===== src/rtl/pulse_frame_pkg.sv =====
// Shared types and helpers for the pulse frame builder.
// Contents: frame FSM state enum, index-width helper, trailer truncation-bit position.
package pulse_frame_pkg;

   typedef enum logic [2:0] {
      IDLE,
      PRE,
      HDR,
      PAY,
      TRL,
      GAP
   } frame_state_t;

   // Width of an index that counts 0..n-1; never narrower than one bit.
   function automatic int unsigned idx_w(input int unsigned n);
      return (n > 1) ? $clog2(n) : 1;
   endfunction

   // Trailer bit carrying the truncation flag (TRUNC_BIT = DATA_W-1).
   function automatic int unsigned trunc_bit(input int unsigned data_w);
      return data_w - 1;
   endfunction

endpackage


===== src/rtl/pulse_frame_builder_counter.sv =====
// Noise gate plus pulse counter for one frame.
// Ports: clk_25m/rst clock and async active-high reset; clr restarts the count
// and re-arms; en marks a consumed sample; mode 0 counts gated samples,
// mode 1 counts hysteretic pulses; gated_sample is the combinational gate result;
// count is the registered saturating count.
module pulse_counter #(
   parameter int unsigned DATA_W = 16,
   parameter int unsigned CNT_W  = 8
) (
   input  logic              clk_25m,
   input  logic              rst,
   input  logic              clr,
   input  logic              en,
   input  logic              mode,
   input  logic [DATA_W-1:0] sample,
   input  logic [DATA_W-1:0] noise_thr,
   input  logic [DATA_W-1:0] pulse_thr,
   output logic [DATA_W-1:0] gated_sample,
   output logic [CNT_W-1:0]  count
);

   logic pass_c;
   logic pulse_hit_c;
   logic at_max_c;
   logic armed;

   assign pass_c       = (sample >= noise_thr);
   assign pulse_hit_c  = (sample >= pulse_thr);
   assign at_max_c     = (count == {CNT_W{1'b1}});
   assign gated_sample = pass_c ? sample : '0;

   // Counter saturates instead of wrapping; armed re-opens once the signal drops below the gate.
   always_ff @(posedge clk_25m or posedge rst) begin
      if (rst) begin
         count <= '0;
         armed <= 1'b1;
      end else if (clr) begin
         count <= '0;
         armed <= 1'b1;
      end else if (en) begin
         if (!mode) begin
            if (pass_c && !at_max_c) count <= count + CNT_W'(1);
         end else if (armed && pulse_hit_c) begin
            if (!at_max_c) count <= count + CNT_W'(1);
            armed <= 1'b0;
         end else if (!pass_c) begin
            armed <= 1'b1;
         end
      end
   end

endmodule


===== src/rtl/pulse_frame_builder.sv =====
// Frames one burst per data_flag rising edge: zero padding, channel header,
// noise-gated payload and a trailer holding {truncated, pulse count}.
// Ports: clk_25m/rst clock and async active-high reset; cfg_load with
// noise_threshold/pulse_threshold/count_mode feeds the shadow config;
// data_in/data_flag sample stream and burst level; channel_number header id;
// data_out/wr_ram_flag registered RAM write word and strobe; sof/eof strobes
// on the header and trailer words.
module pulse_frame_builder
   import pulse_frame_pkg::*;
#(
   parameter int unsigned DATA_W    = 16,
   parameter int unsigned CH_W      = 4,
   parameter int unsigned CNT_W     = 8,
   parameter int unsigned SAMPLES   = 128,
   parameter int unsigned PRE_ZEROS = 5,
   parameter int unsigned PASS_THRU = 1
) (
   input  logic              clk_25m,
   input  logic              rst,
   input  logic              cfg_load,
   input  logic [DATA_W-1:0] noise_threshold,
   input  logic [DATA_W-1:0] pulse_threshold,
   input  logic              count_mode,
   input  logic [DATA_W-1:0] data_in,
   input  logic              data_flag,
   input  logic [CH_W-1:0]   channel_number,
   output logic [DATA_W-1:0] data_out,
   output logic              wr_ram_flag,
   output logic              sof,
   output logic              eof
);

   localparam int unsigned PRE_W     = idx_w(PRE_ZEROS);
   localparam int unsigned PAY_W     = idx_w(SAMPLES);
   localparam int unsigned PRE_LAST  = (PRE_ZEROS > 0) ? PRE_ZEROS - 1 : 0;
   localparam int unsigned TRUNC_BIT = trunc_bit(DATA_W);

   frame_state_t      state_q, state_d;
   logic [PRE_W-1:0]  pre_cnt_q, pre_cnt_d;
   logic [PAY_W-1:0]  pay_idx_q, pay_idx_d;
   logic              flag_d;
   logic [DATA_W-1:0] shadow_noise, shadow_pulse, act_noise, act_pulse;
   logic              shadow_mode, act_mode;
   logic              start_c, cnt_clr_c, cnt_en_c;
   logic              wr_d, sof_d, eof_d;
   logic [DATA_W-1:0] out_d, idle_word_c, gated_c, trl_word_c;
   logic [CNT_W-1:0]  count;

   assign idle_word_c = (PASS_THRU != 0) ? data_in : '0;
   assign trl_word_c  = DATA_W'(count);

   pulse_counter #(
      .DATA_W (DATA_W),
      .CNT_W  (CNT_W)
   ) u_counter (
      .clk_25m      (clk_25m),
      .rst          (rst),
      .clr          (cnt_clr_c),
      .en           (cnt_en_c),
      .mode         (act_mode),
      .sample       (data_in),
      .noise_thr    (act_noise),
      .pulse_thr    (act_pulse),
      .gated_sample (gated_c),
      .count        (count)
   );

   // State register.
   always_ff @(posedge clk_25m or posedge rst) begin
      if (rst) state_q <= IDLE;
      else     state_q <= state_d;
   end

   // Next state and next output word.
   always_comb begin
      state_d   = state_q;
      pre_cnt_d = pre_cnt_q;
      pay_idx_d = pay_idx_q;
      out_d     = idle_word_c;
      wr_d      = 1'b0;
      sof_d     = 1'b0;
      eof_d     = 1'b0;
      cnt_clr_c = 1'b0;
      cnt_en_c  = 1'b0;
      start_c   = 1'b0;
      unique case (state_q)
         IDLE: begin
            if (data_flag && !flag_d) begin
               start_c   = 1'b1;
               pre_cnt_d = '0;
               state_d   = (PRE_ZEROS == 0) ? HDR : PRE;
            end
         end
         PRE: begin
            out_d     = '0;
            pre_cnt_d = pre_cnt_q + PRE_W'(1);
            if (pre_cnt_q == PRE_W'(PRE_LAST)) state_d = HDR;
         end
         HDR: begin
            out_d     = DATA_W'(channel_number);
            wr_d      = 1'b1;
            sof_d     = 1'b1;
            cnt_clr_c = 1'b1;
            pay_idx_d = '0;
            state_d   = PAY;
         end
         PAY: begin
            wr_d = 1'b1;
            if (data_flag) begin
               out_d     = gated_c;
               cnt_en_c  = 1'b1;
               pay_idx_d = pay_idx_q + PAY_W'(1);
               if (pay_idx_q == PAY_W'(SAMPLES - 1)) state_d = TRL;
            end else begin
               // Dropped burst: this edge becomes the trailer, flagged truncated.
               out_d            = trl_word_c;
               out_d[TRUNC_BIT] = 1'b1;
               eof_d            = 1'b1;
               state_d          = GAP;
            end
         end
         TRL: begin
            out_d   = trl_word_c;
            wr_d    = 1'b1;
            eof_d   = 1'b1;
            state_d = GAP;
         end
         GAP: begin
            if (!data_flag) state_d = IDLE;
         end
         default: state_d = IDLE;
      endcase
   end

   // Output, index and configuration registers; new shadow values are forwarded on the start edge.
   always_ff @(posedge clk_25m or posedge rst) begin
      if (rst) begin
         pre_cnt_q    <= '0;
         pay_idx_q    <= '0;
         flag_d       <= 1'b0;
         data_out     <= '0;
         wr_ram_flag  <= 1'b0;
         sof          <= 1'b0;
         eof          <= 1'b0;
         shadow_noise <= '0;
         shadow_pulse <= '0;
         shadow_mode  <= 1'b0;
         act_noise    <= '0;
         act_pulse    <= '0;
         act_mode     <= 1'b0;
      end else begin
         pre_cnt_q   <= pre_cnt_d;
         pay_idx_q   <= pay_idx_d;
         flag_d      <= data_flag;
         data_out    <= out_d;
         wr_ram_flag <= wr_d;
         sof         <= sof_d;
         eof         <= eof_d;
         if (cfg_load) begin
            shadow_noise <= noise_threshold;
            shadow_pulse <= pulse_threshold;
            shadow_mode  <= count_mode;
         end
         if (start_c) begin
            act_noise <= cfg_load ? noise_threshold : shadow_noise;
            act_pulse <= cfg_load ? pulse_threshold : shadow_pulse;
            act_mode  <= cfg_load ? count_mode      : shadow_mode;
         end
      end
   end

endmodule


===== config.mk =====
export PLATFORM = sky130hd
export DESIGN_NAME = pulse_frame_builder
export DESIGN_NICKNAME = d
export VERILOG_FILES = /design/src/rtl/pulse_frame_pkg.sv /design/src/rtl/pulse_frame_builder_counter.sv /design/src/rtl/pulse_frame_builder.sv
export SDC_FILE = /design/constraint.sdc
export NUM_CORES = 1
export LEC_CHECK = 0
export CORE_ASPECT_RATIO = 0.8
export CORE_MARGIN = 2
export CORE_UTILIZATION = 49
export CTS_CLUSTER_SIZE = 25
export DETAILED_ROUTE_END_ITERATION = 8
export PLACE_DENSITY = 0.76
export SETUP_SLACK_MARGIN = 0.05
export SLEW_MARGIN = 5
export SYNTH_ARGS = -nofsm -noshare
export SYNTH_HDL_FRONTEND = slang
export SYNTH_SLANG_ARGS = --single-unit
export TNS_END_PERCENT = 10

===== constraint.sdc =====
create_clock -name clk_25m -period 3.3 [get_ports clk_25m]
set_input_delay 0.66 -clock clk_25m [delete_from_list [all_inputs] [get_ports clk_25m]]
set_output_delay 0.66 -clock clk_25m [all_outputs]
set_load 0.05 [all_outputs]

==> results of run 1 <==
sequential cells by signal, indices dropped and copies added (netlist names), 3 cells and up:
| name | cells |
|---|---|
| act_noise | 16 |
| act_pulse | 16 |
| data_out | 16 |
| pay_idx_q | 7 |
| pre_cnt_q | 3 |
| shadow_noise | 16 |
| shadow_pulse | 16 |
| state_q | 3 |
| u_counter.count | 8 |
power by group through the flow:
| stage | sequential (mW) | combinational (mW) | clock [mW] |
|---|---|---|---|
| finish | 1.98 | 2.08 | 1.12 |
| CTS | 1.98 | 2.09 | 1.13 |
| global placement | 1.99 | 2.00 | 0 |
| global route | 2.03 | 2.28 | 1.18 |
| floorplan | 2.24 | 1.21 | 0 |
| detailed placement | 2.00 | 2.08 | 0 |
final cells by class:
| cell class | instances | area (µm²) | share of cell area (%) |
|---|---|---|---|
| clock buffers | 13 | 270.3 | 4.163 |
| clock inverters | 3 | 43.79 | 0.6745 |
| inverters | 40 | 153.9 | 2.370 |
| multi-input cells | 268 | 2282 | 35.15 |
| flip-flops and latches | 108 | 2704 | 41.65 |
| well taps | 140 | 175.2 | 2.698 |
| repair buffers | 85 | 863.3 | 13.30 |
critical path: cells and delay by family:
kind                       cells  cell delay, ns
and+or+nand+nor                3            0.66
adders and majority gates      1            0.29
AOI/OAI and AO/OA              4            0.82
buffers and inverters          3            0.84
kinds of logic after synthesis:
family,Yosys count,share of synthesized area [%]
buf+inv,57,4.983
fa+ha+maj,36,8.584
flops,108,51.53
compound gates,67,8.488
xor+xnor,7,1.168
mux,69,16.67
simple gates,89,8.584
layer usage:
metal  vias to the layer above  part of all wire (%)
li1                       1659                     -
met1                      1718                    48
met2                        83                    46
met3                        20                   4.7
met4                         0                   2.1
met5                         -                     0
worst paths after layout:
| kind | start | depth (start not counted) | slack, ns | end |
|---|---|---|---|---|
| setup / recovery | data_in[15] | 11 | 0.29 | u_counter.count[4]$_DFFE_PP0P_ |
| hold / removal | shadow_mode$_DFF_PP0_ | 1 | 0.50 | shadow_mode$_DFF_PP0_ |
| setup reg to reg | act_pulse[14]$_DFFE_PP0P_ | 10 | 0.76 | u_counter.count[4]$_DFFE_PP0P_ |
| hold reg to reg | shadow_mode$_DFF_PP0_ | 1 | 0.50 | shadow_mode$_DFF_PP0_ |
| max in group asynchronous | rst | 3 | 2.12 | u_counter.armed$_DFFE_PP1P_ |
| min in group asynchronous | rst | 2 | 0.57 | wr_ram_flag$_DFF_PP0_ |
cell usage after synthesis, drive strengths merged, types with 8 or more instances:
master  number
ha          36
o21ai       17
inv         40
a22o         8
and2         8
a21oi       18
nor2        18
buf          9
nand2       23
clkbuf       8
dfrtp      107
mux2        66
nand3       11
stage by stage:
stage | setup WS, ns | hold WS, ns
finish | 0.2861 | 0.4955
global route | 0.08629 | 0.5087
CTS | 0.2972 | 0.4977
detailed placement | -0.04651 | 0.4817
global placement | 0.04358 | 0.4795
floorplan | 0.7916 | 0.4694
==> results.tsv, run 1 <==
metric	value	unit
outcome	finished, final reports clean	
TNS Setup	0	ns
Max Root-Sink Buffers	2	
post-placement cell area	6178	µm²
largest net degree at the start of global routing	68	
CP most frequent cell	buf_4	
Worst-Skew Late Latency	0.35	ns
crit start category	input pin	
post-route cell area	6492	µm²
drt drc	0	
sequential share of power	38.3	%
Core Footprint	10320	µm²
Rel. slew slack	64.75	%
#FFs+latches synth	108	
dominant cells by area after synthesis	dfrtp_1, ha_1, mux2_2	
Clock Power Share	21.6	%
fillers	816	
fin util	62.90	%
1st-pass router iterations	4	
routed len/inst	16.68	µm
DP Cell Count	641	
final setup vio count	0	
hpwl dp	8015	µm
Routed WL	10960	µm
crit path max fanout	11	
vias in the first global route	3610	
# diodes	0	
Internal	3.337	mW
Layout area overhead	23.72	%
width of the die	119.7	µm
post_cts resized	0	
post-layout min period	3.014	ns
Setup Buffers After CTS	0	
Sw Ratio	35.46	%
Final Hold Fails	0	
TritonCTS buffer count	9	
final RePlAce weighted congestion	0.8420	
H-tree Lvls	3	
Post-synth EDFFs	0	
ys flop type	dfrtp_1	
Clock Skews	0.009098	ns
worst hold path type	reg -> reg	
most frequent cells in the layout	dfrtp_1, clkdlybuf4s50_1, mux2_2, inv_1, ha_1	
DIE AREA	11560	µm²
met2 Usage GRT	32.33	%
GRT Overall Usage	20.47	%
Clk pin slew, worst setup/hold paths	0.07	ns
Mapped Area	5248	µm²
Finished Layout Cells	657	
max-slew violation count	0	
routed vias	3480	
post-synth top area cell	dfrtp_1	
CTS tree	built	
GR Overflow Total	0	
initial antenna violation count	0	
syn_area_per_cell	12.12	µm²
Root Buffer	clkbuf_16	
Synth warnings	0	
WP data arrival	3.28	ns
Final Power	5.171	mW
Max Cap Violations	0	
crit-path max cell delay	0.46	ns
Pwr per Cell Area	796.5	nW/µm²
Max stage delay cell, worst path	clkdlybuf4s50_1	
Lkg Pwr	3.060	nW
commonest non-fill, non-tap cell in the layout	dfrtp_1	
RSZ-0062 raised after global routing	no	
# hold bufs at CTS	0	
met1 Resource Use GR	27.58	%
Yosys top cell area share	51.03	%
TritonCTS Sinks	108	
# IOs	76	
Mapped Nets	526	
grt peak-use layer	met2	
register area share after synthesis	51.53	%
Final ANT Viol Nets	0	
Avg Vias per Cell	5.297	
max frequency	0.3318	GHz
row count	33	
post-synthesis cell count	433	
combinational share of power	40.2	%
Final #Nets	605	
cell-by-cell listing of the critical path	clkdlybuf4s50_1 -> buf_4 -> ha_1 -> nand4_1 -> a211oi_1 -> nor3_1 -> o211ai_2 -> a32oi_2 -> buf_4 -> or3_1 -> a21oi_1	
Iter 0 DRT Violations	250	
global-route wire length before repair	18000	µm
share of cells above drive strength 1	19.15	%
Final Cycle Share	91.33	%
IO Port Bufs	75	
worst-margin pin slew	0.5282	ns
Initial Util	50.84	%
M3 GR Usage	5.986	%
Max IR drop VDD	429.2	µV
die height	96.56	µm
Crit Path Class	in -> reg	
worst path required time	3.56	ns
Yosys cell types	45	
asr flop ratio synth	100.0	%
NetSw	1.834	mW
Critical Path End Type	flip-flop	
No activity file was read; power rests on OpenSTA's default activity.
==> run 2: changes to the inputs <==
Settings changed: CORE_MARGIN 2 to 1.5, CORE_UTILIZATION 49 to 55, DONT_BUFFER_PORTS set to 1, PLACE_DENSITY 0.76 to 0.73.
==> results.tsv, run 2 (same netlist as run 1, synthesis figures left out) <==
metric	value	unit	change
outcome	complete, but fails checks		
failing checks	DRC		
share of cells above drive strength 1	21.10	%	+2.0 points
TritonCTS buffer count	9		unchanged
DP Cell Count	536		-16%
combinational share of power	29.2	%	-11 points
commonest non-fill, non-tap cell in the layout	dfrtp_1		
NetSw	1.745	mW	-4.8%
fillers	735		-9.9%
final setup vio count	0		unchanged
largest net degree at the start of global routing	60		-12%
sequential share of power	48.1	%	+9.8 points
Clock Skews	0.007512	ns	-0.001586 ns
CTS tree	built		
drt drc	6		+6
final RePlAce weighted congestion	0.8541		+1.4%
Root Buffer	clkbuf_16		
global-route wire length before repair	17080	µm	-5.1%
Max IR drop VDD	558.1	µV	+30%
Fin Hold WS	0.06390	ns	-0.4316 ns
worst hold path type	in -> async		
Setup Buffers After CTS	0		unchanged
GR Overflow Total	0		unchanged
Initial Util	57.33	%	+6.5 points
# IOs	76		unchanged
# hold bufs at CTS	0		unchanged
hpwl dp	7522	µm	-6.1%
Clk pin slew, worst setup/hold paths	0.07	ns	about the same
Final Hold Fails	0		unchanged
Max Cap Violations	0		unchanged
crit start category	flip-flop		
TNS Setup	0	ns	unchanged
Critical Path Start	act_noise[9]$_DFFE_PP0P_		
Routed WL	10070	µm	-8.1%
RSZ-0062 raised after global routing	no		
Internal	3.083	mW	-7.6%
crit path max fanout	15		+4
Clock Power Share	22.7	%	+1.1 points
IO Port Bufs	0		-100%
max-slew violation count	0		unchanged
Critical Path End Type	flip-flop		
Max Root-Sink Buffers	2		unchanged
Core Footprint	9154	µm²	-11%
CP endpoint	data_out[4]$_DFF_PP0_		
Pwr per Cell Area	858.4	nW/µm²	+7.8%
routed vias	3135		-9.9%
# diodes	0		unchanged
routed len/inst	18.28	µm	+9.5%
vias in the first global route	3292		-8.8%
Layout area overhead	7.201	%	
post_cts resized	0		unchanged
Crit Path Class	reg -> reg		
Final Cycle Share	78.20	%	-13 points
width of the die	112.2	µm	-6.3%
Rel. slew slack	51.06	%	-14 points
worst path required time	3.53	ns	-0.03 ns
TritonCTS Sinks	108		unchanged
r2r startpoint	act_noise[9]$_DFFE_PP0P_		
DIE AREA	10140	µm²	-12%
Lkg Pwr	2.727	nW	-11%
worst-margin pin slew	0.7340	ns	+0.2059 ns
initial antenna violation count	1		+1
GRT Overall Usage	21.77	%	+1.3 points
fin util	61.45	%	-1.4 points
Worst-Skew Late Latency	0.34	ns	about the same
reg2reg setup slack	0.72	ns	-0.04 ns
Sw Ratio	36.15	%	+0.68 points
Final ANT Viol Nets	0		unchanged
1st-pass router iterations	6		+2
Finished Layout Cells	551		-16%
R2R depth	9		-1
post-layout min period	2.581	ns	-0.4331 ns
most frequent cells in the layout	dfrtp_1, mux2_2, inv_1		
row count	31		-6.1%
Final #Nets	525		-13%
die height	90.37	µm	-6.4%
H-tree Lvls	3		unchanged
Iter 0 DRT Violations	98		-61%
worst r2r dst	data_out[4]$_DFF_PP0_		
max frequency	0.3875	GHz	+17%
WP data arrival	2.81	ns	-0.47 ns
Avg Vias per Cell	5.690		+7.4%
## run 2: cell types whose count changed in the layout (fill, tap and decap cells not counted), sizes merged
cell / change
clkinv: -2
clkbuf: +1
buf: -5
clkdlybuf4s50: -75
## run 2: critical path: stages (launching register included)
cell,delay (ns)
dfrtp_1,0.35
inv_1,0.05
ha_1,0.28
a21oi_1,0.16
nor2_1,0.06
a2111oi_1,0.42
o211ai_2,0.19
nand2_1,0.10
nand3_1,0.45
a22o_1,0.41
## run 2: power by group through the flow
stage	clock [mW]	sequential (mW)	combinational, mW
6_report	1.10	2.32	1.41
5_1_grt	1.17	2.37	1.62
4_1_cts	1.12	2.32	1.42
3_5_place_dp	0	2.35	1.41
3_3_place_gp	0	2.33	1.35
2_1_floorplan	0	2.24	1.21
## run 2: worst min-delay path by stage
stage                                from                          to  depth (start not counted)
floorplan           shadow_mode$_DFF_PP0_       shadow_mode$_DFF_PP0_                          1
global placement                      rst  shadow_pulse[15]$_DFF_PP0_                          1
detailed placement                    rst      data_out[15]$_DFF_PP0_                          1
CTS                                   rst      data_out[15]$_DFF_PP0_                          1
global route                          rst      data_out[15]$_DFF_PP0_                          1
finish                                rst      data_out[15]$_DFF_PP0_                          1
## run 2: per-stage QoR
stage / power [mW] / cell area (µm²) / setup WS [ns]
2_1_floorplan: 3.442 / 5251 / 0.7916
3_3_place_gp: 3.682 / 5321 / 0.4531
3_5_place_dp: 3.759 / 5321 / 0.3755
4_1_cts: 4.867 / 5625 / 0.6996
5_1_grt: 5.159 / 5625 / 0.4629
6_report: 4.829 / 5625 / 0.7193
## run 2: area by class of cell
| cell class | count | area, µm² | area share [%] |
|---|---|---|---|
| Tap cell | 115 | 143.9 | 2.558 |
| Clock buffer | 14 | 274.0 | 4.871 |
| Clock inverter | 1 | 30.03 | 0.5338 |
| Sequential cell | 108 | 2704 | 48.06 |
| Inverter | 40 | 153.9 | 2.736 |
| Multi-Input combinational cell | 268 | 2282 | 40.57 |
| Timing Repair Buffer | 5 | 37.54 | 0.6673 |
## run 2: per-layer routing
metal  share of wire (%)  track usage (%)  vias up  wire length, µm
met5                   0                0        -                0
met4                 1.2            6.329        0              121
met3                 7.2            6.913       10              730
met2                  44            32.46       67             4463
met1                  47            30.68     1553             4754
li1                    -                -     1505                -
==> run 3: changes to the inputs <==
Settings changed: PLACE_DENSITY 0.73 to 0.7.
Clock period 3.3 ns to 2.7 ns, I/O delays scaled along.
==> results.tsv, run 3 (same netlist as run 1, synthesis figures left out) <==
metric	value	unit	change
Max Root-Sink Buffers	2		unchanged
Worst-Skew Late Latency	0.34	ns	about the same
1st-pass router iterations	8		+2
Lkg Pwr	2.734	nW	+0.25%
Finished Layout Cells	554		+0.54%
TritonCTS Sinks	108		unchanged
Sw Ratio	36.71	%	+0.56 points
Layout area overhead	7.630	%	
GRT Overall Usage	20.50	%	-1.3 points
drt drc	0		-6
IO Port Bufs	0		unchanged
Clock Power Share	22.0	%	-0.7 points
final setup vio count	0		unchanged
sequential share of power	48.1	%	about the same
crit start category	flip-flop		
crit-path max cell delay	0.36	ns	-0.09 ns
H-tree Lvls	3		unchanged
width of the die	112.2	µm	unchanged
die height	90.37	µm	unchanged
Max Cap Violations	0		unchanged
DP Cell Count	538		+0.37%
Final #Nets	527		+0.38%
Iter 0 DRT Violations	172		+76%
# IOs	76		unchanged
initial antenna violation count	0		-1
post-layout min period	2.514	ns	-0.06646 ns
worst-margin pin slew	0.5905	ns	-0.1436 ns
Rel. slew slack	60.63	%	+9.6 points
row count	31		unchanged
DIE AREA	10140	µm²	unchanged
Critical Path End Type	flip-flop		
Internal	3.720	mW	+21%
TritonCTS buffer count	9		unchanged
GR Overflow Total	0		unchanged
Max stage delay cell, worst path	dfrtp_1		
most frequent cells in the layout	dfrtp_1, mux2_2, inv_1		
Final ANT Viol Nets	0		unchanged
final RePlAce weighted congestion	0.8265		-3.2%
worst path required time	2.96	ns	-0.57 ns
Pwr per Cell Area	1041	nW/µm²	+21%
reg2reg setup slack	0.19	ns	-0.53 ns
# diodes	0		unchanged
NetSw	2.157	mW	+24%
Core Footprint	9154	µm²	unchanged
Final Cycle Share	93.12	%	+15 points
routed len/inst	17.90	µm	-2.1%
commonest non-fill, non-tap cell in the layout	dfrtp_1		
outcome	finished, final reports clean		
routed vias	3198		+2.0%
Crit Path Class	reg -> reg		
Routed WL	9915	µm	-1.5%
CTS tree	built		
Clock Skews	0.01065	ns	+0.003142 ns
Initial Util	57.33	%	unchanged
share of cells above drive strength 1	22.10	%	+0.99 points
crit path max fanout	13		-2
largest net degree at the start of global routing	109		+82%
fillers	730		-0.68%
Clk pin slew, worst setup/hold paths	0.07	ns	about the same
combinational share of power	29.8	%	+0.6 points
Root Buffer	clkbuf_16		
cell-by-cell listing of the critical path	inv_1 -> ha_1 -> nand4_1 -> nor3_2 -> o311ai_0 -> a31oi_1 -> a32oi_2 -> buf_4 -> or3_1 -> a21oi_1		
Max IR drop VDD	609.1	µV	+9.1%
WP data arrival	2.78	ns	-0.03 ns
max frequency	0.3977	GHz	+2.6%
worst hold path type	in -> async		
Avg Vias per Cell	5.773		+1.5%
Final Hold Fails	0		unchanged
hpwl dp	7057	µm	-6.2%
global-route wire length before repair	16230	µm	-5.0%
max-slew violation count	0		unchanged
TNS Setup	0	ns	unchanged
vias in the first global route	3303		+0.33%
-- run 3: timing repair --
action                     CTS  global route
hold buffers                 0             0
gates resized for setup      0             1
setup endpoints to repair    0             3
setup buffers                0             0
-- run 3: layer usage --
metal  GRT usage (%)  share of wire (%)  vias to the layer above
met1           28.40                 47                     1591
met2           31.08                 45                       84
met4           5.169                1.0                        0
met5               0                  0                        -
li1                -                  -                     1511
met3           7.114                7.4                       12
-- run 3: power groups by stage --
stage	Combinational (mW)	Clock (mW)	Sequential (mW)
floorplan	1.47	0	2.73
global placement	1.68	0	2.84
detailed placement	1.74	0	2.86
CTS	1.76	1.33	2.83
global route	1.98	1.38	2.89
finish	1.75	1.30	2.83
-- run 3: metrics by stage --
| stage | setup slack, ns | hold WS, ns | utilization (%) | cell area, µm² | power (mW) |
|---|---|---|---|---|---|
| 2_1_floorplan | 0.3116 | 0.4694 | - | 5251 | 4.207 |
| 3_3_place_gp | 0.1605 | 0.4807 | 58.43 | 5349 | 4.521 |
| 3_5_place_dp | -0.0009470 | 0.4864 | 58.43 | 5349 | 4.597 |
| 4_1_cts | 0.1343 | 0.2142 | 61.65 | 5643 | 5.928 |
| 5_1_grt | -0.01359 | 0.2104 | 61.70 | 5648 | 6.247 |
| 6_report | 0.1857 | 0.1750 | 61.70 | 5648 | 5.877 |
-- run 3: cell type report --
cell class              instances  area, µm²  area share (%)
clock buffers                  10      229.0           4.054
multi-input cells             268       2287           40.50
repair buffers                  7      65.06           1.152
flip-flops and latches        108       2704           47.87
inverters                      40      153.9           2.725
clock inverters                 6      65.06           1.152
well taps                     115      143.9           2.548
-- run 3: path summary, 6_finish.rpt --
path / start / cells past startpoint / end
worst max-delay path: act_pulse[14]$_DFFE_PP0P_ / 10 / u_counter.count[5]$_DFFE_PP0P_
worst min-delay path: rst / 2 / shadow_pulse[14]$_DFF_PP0_
worst max register to register: act_pulse[14]$_DFFE_PP0P_ / 10 / u_counter.count[5]$_DFFE_PP0P_
worst min register to register: shadow_noise[15]$_DFF_PP0_ / 1 / shadow_noise[15]$_DFF_PP0_
max in group asynchronous: rst / 2 / wr_ram_flag$_DFF_PP0_
min in group clk_25m: data_flag / 0 / flag_d$_DFF_PP0_
-- run 3: critical path, delay by kind of cell (launching register included) --
| kind | cells | cell delay, ns |
|---|---|---|
| buffers and inverters | 2 | 0.25 |
| AOI/OAI and AO/OA | 4 | 0.70 |
| DFF | 1 | 0.36 |
| adders and majority gates | 1 | 0.29 |
| and+or+nand+nor | 3 | 0.83 |
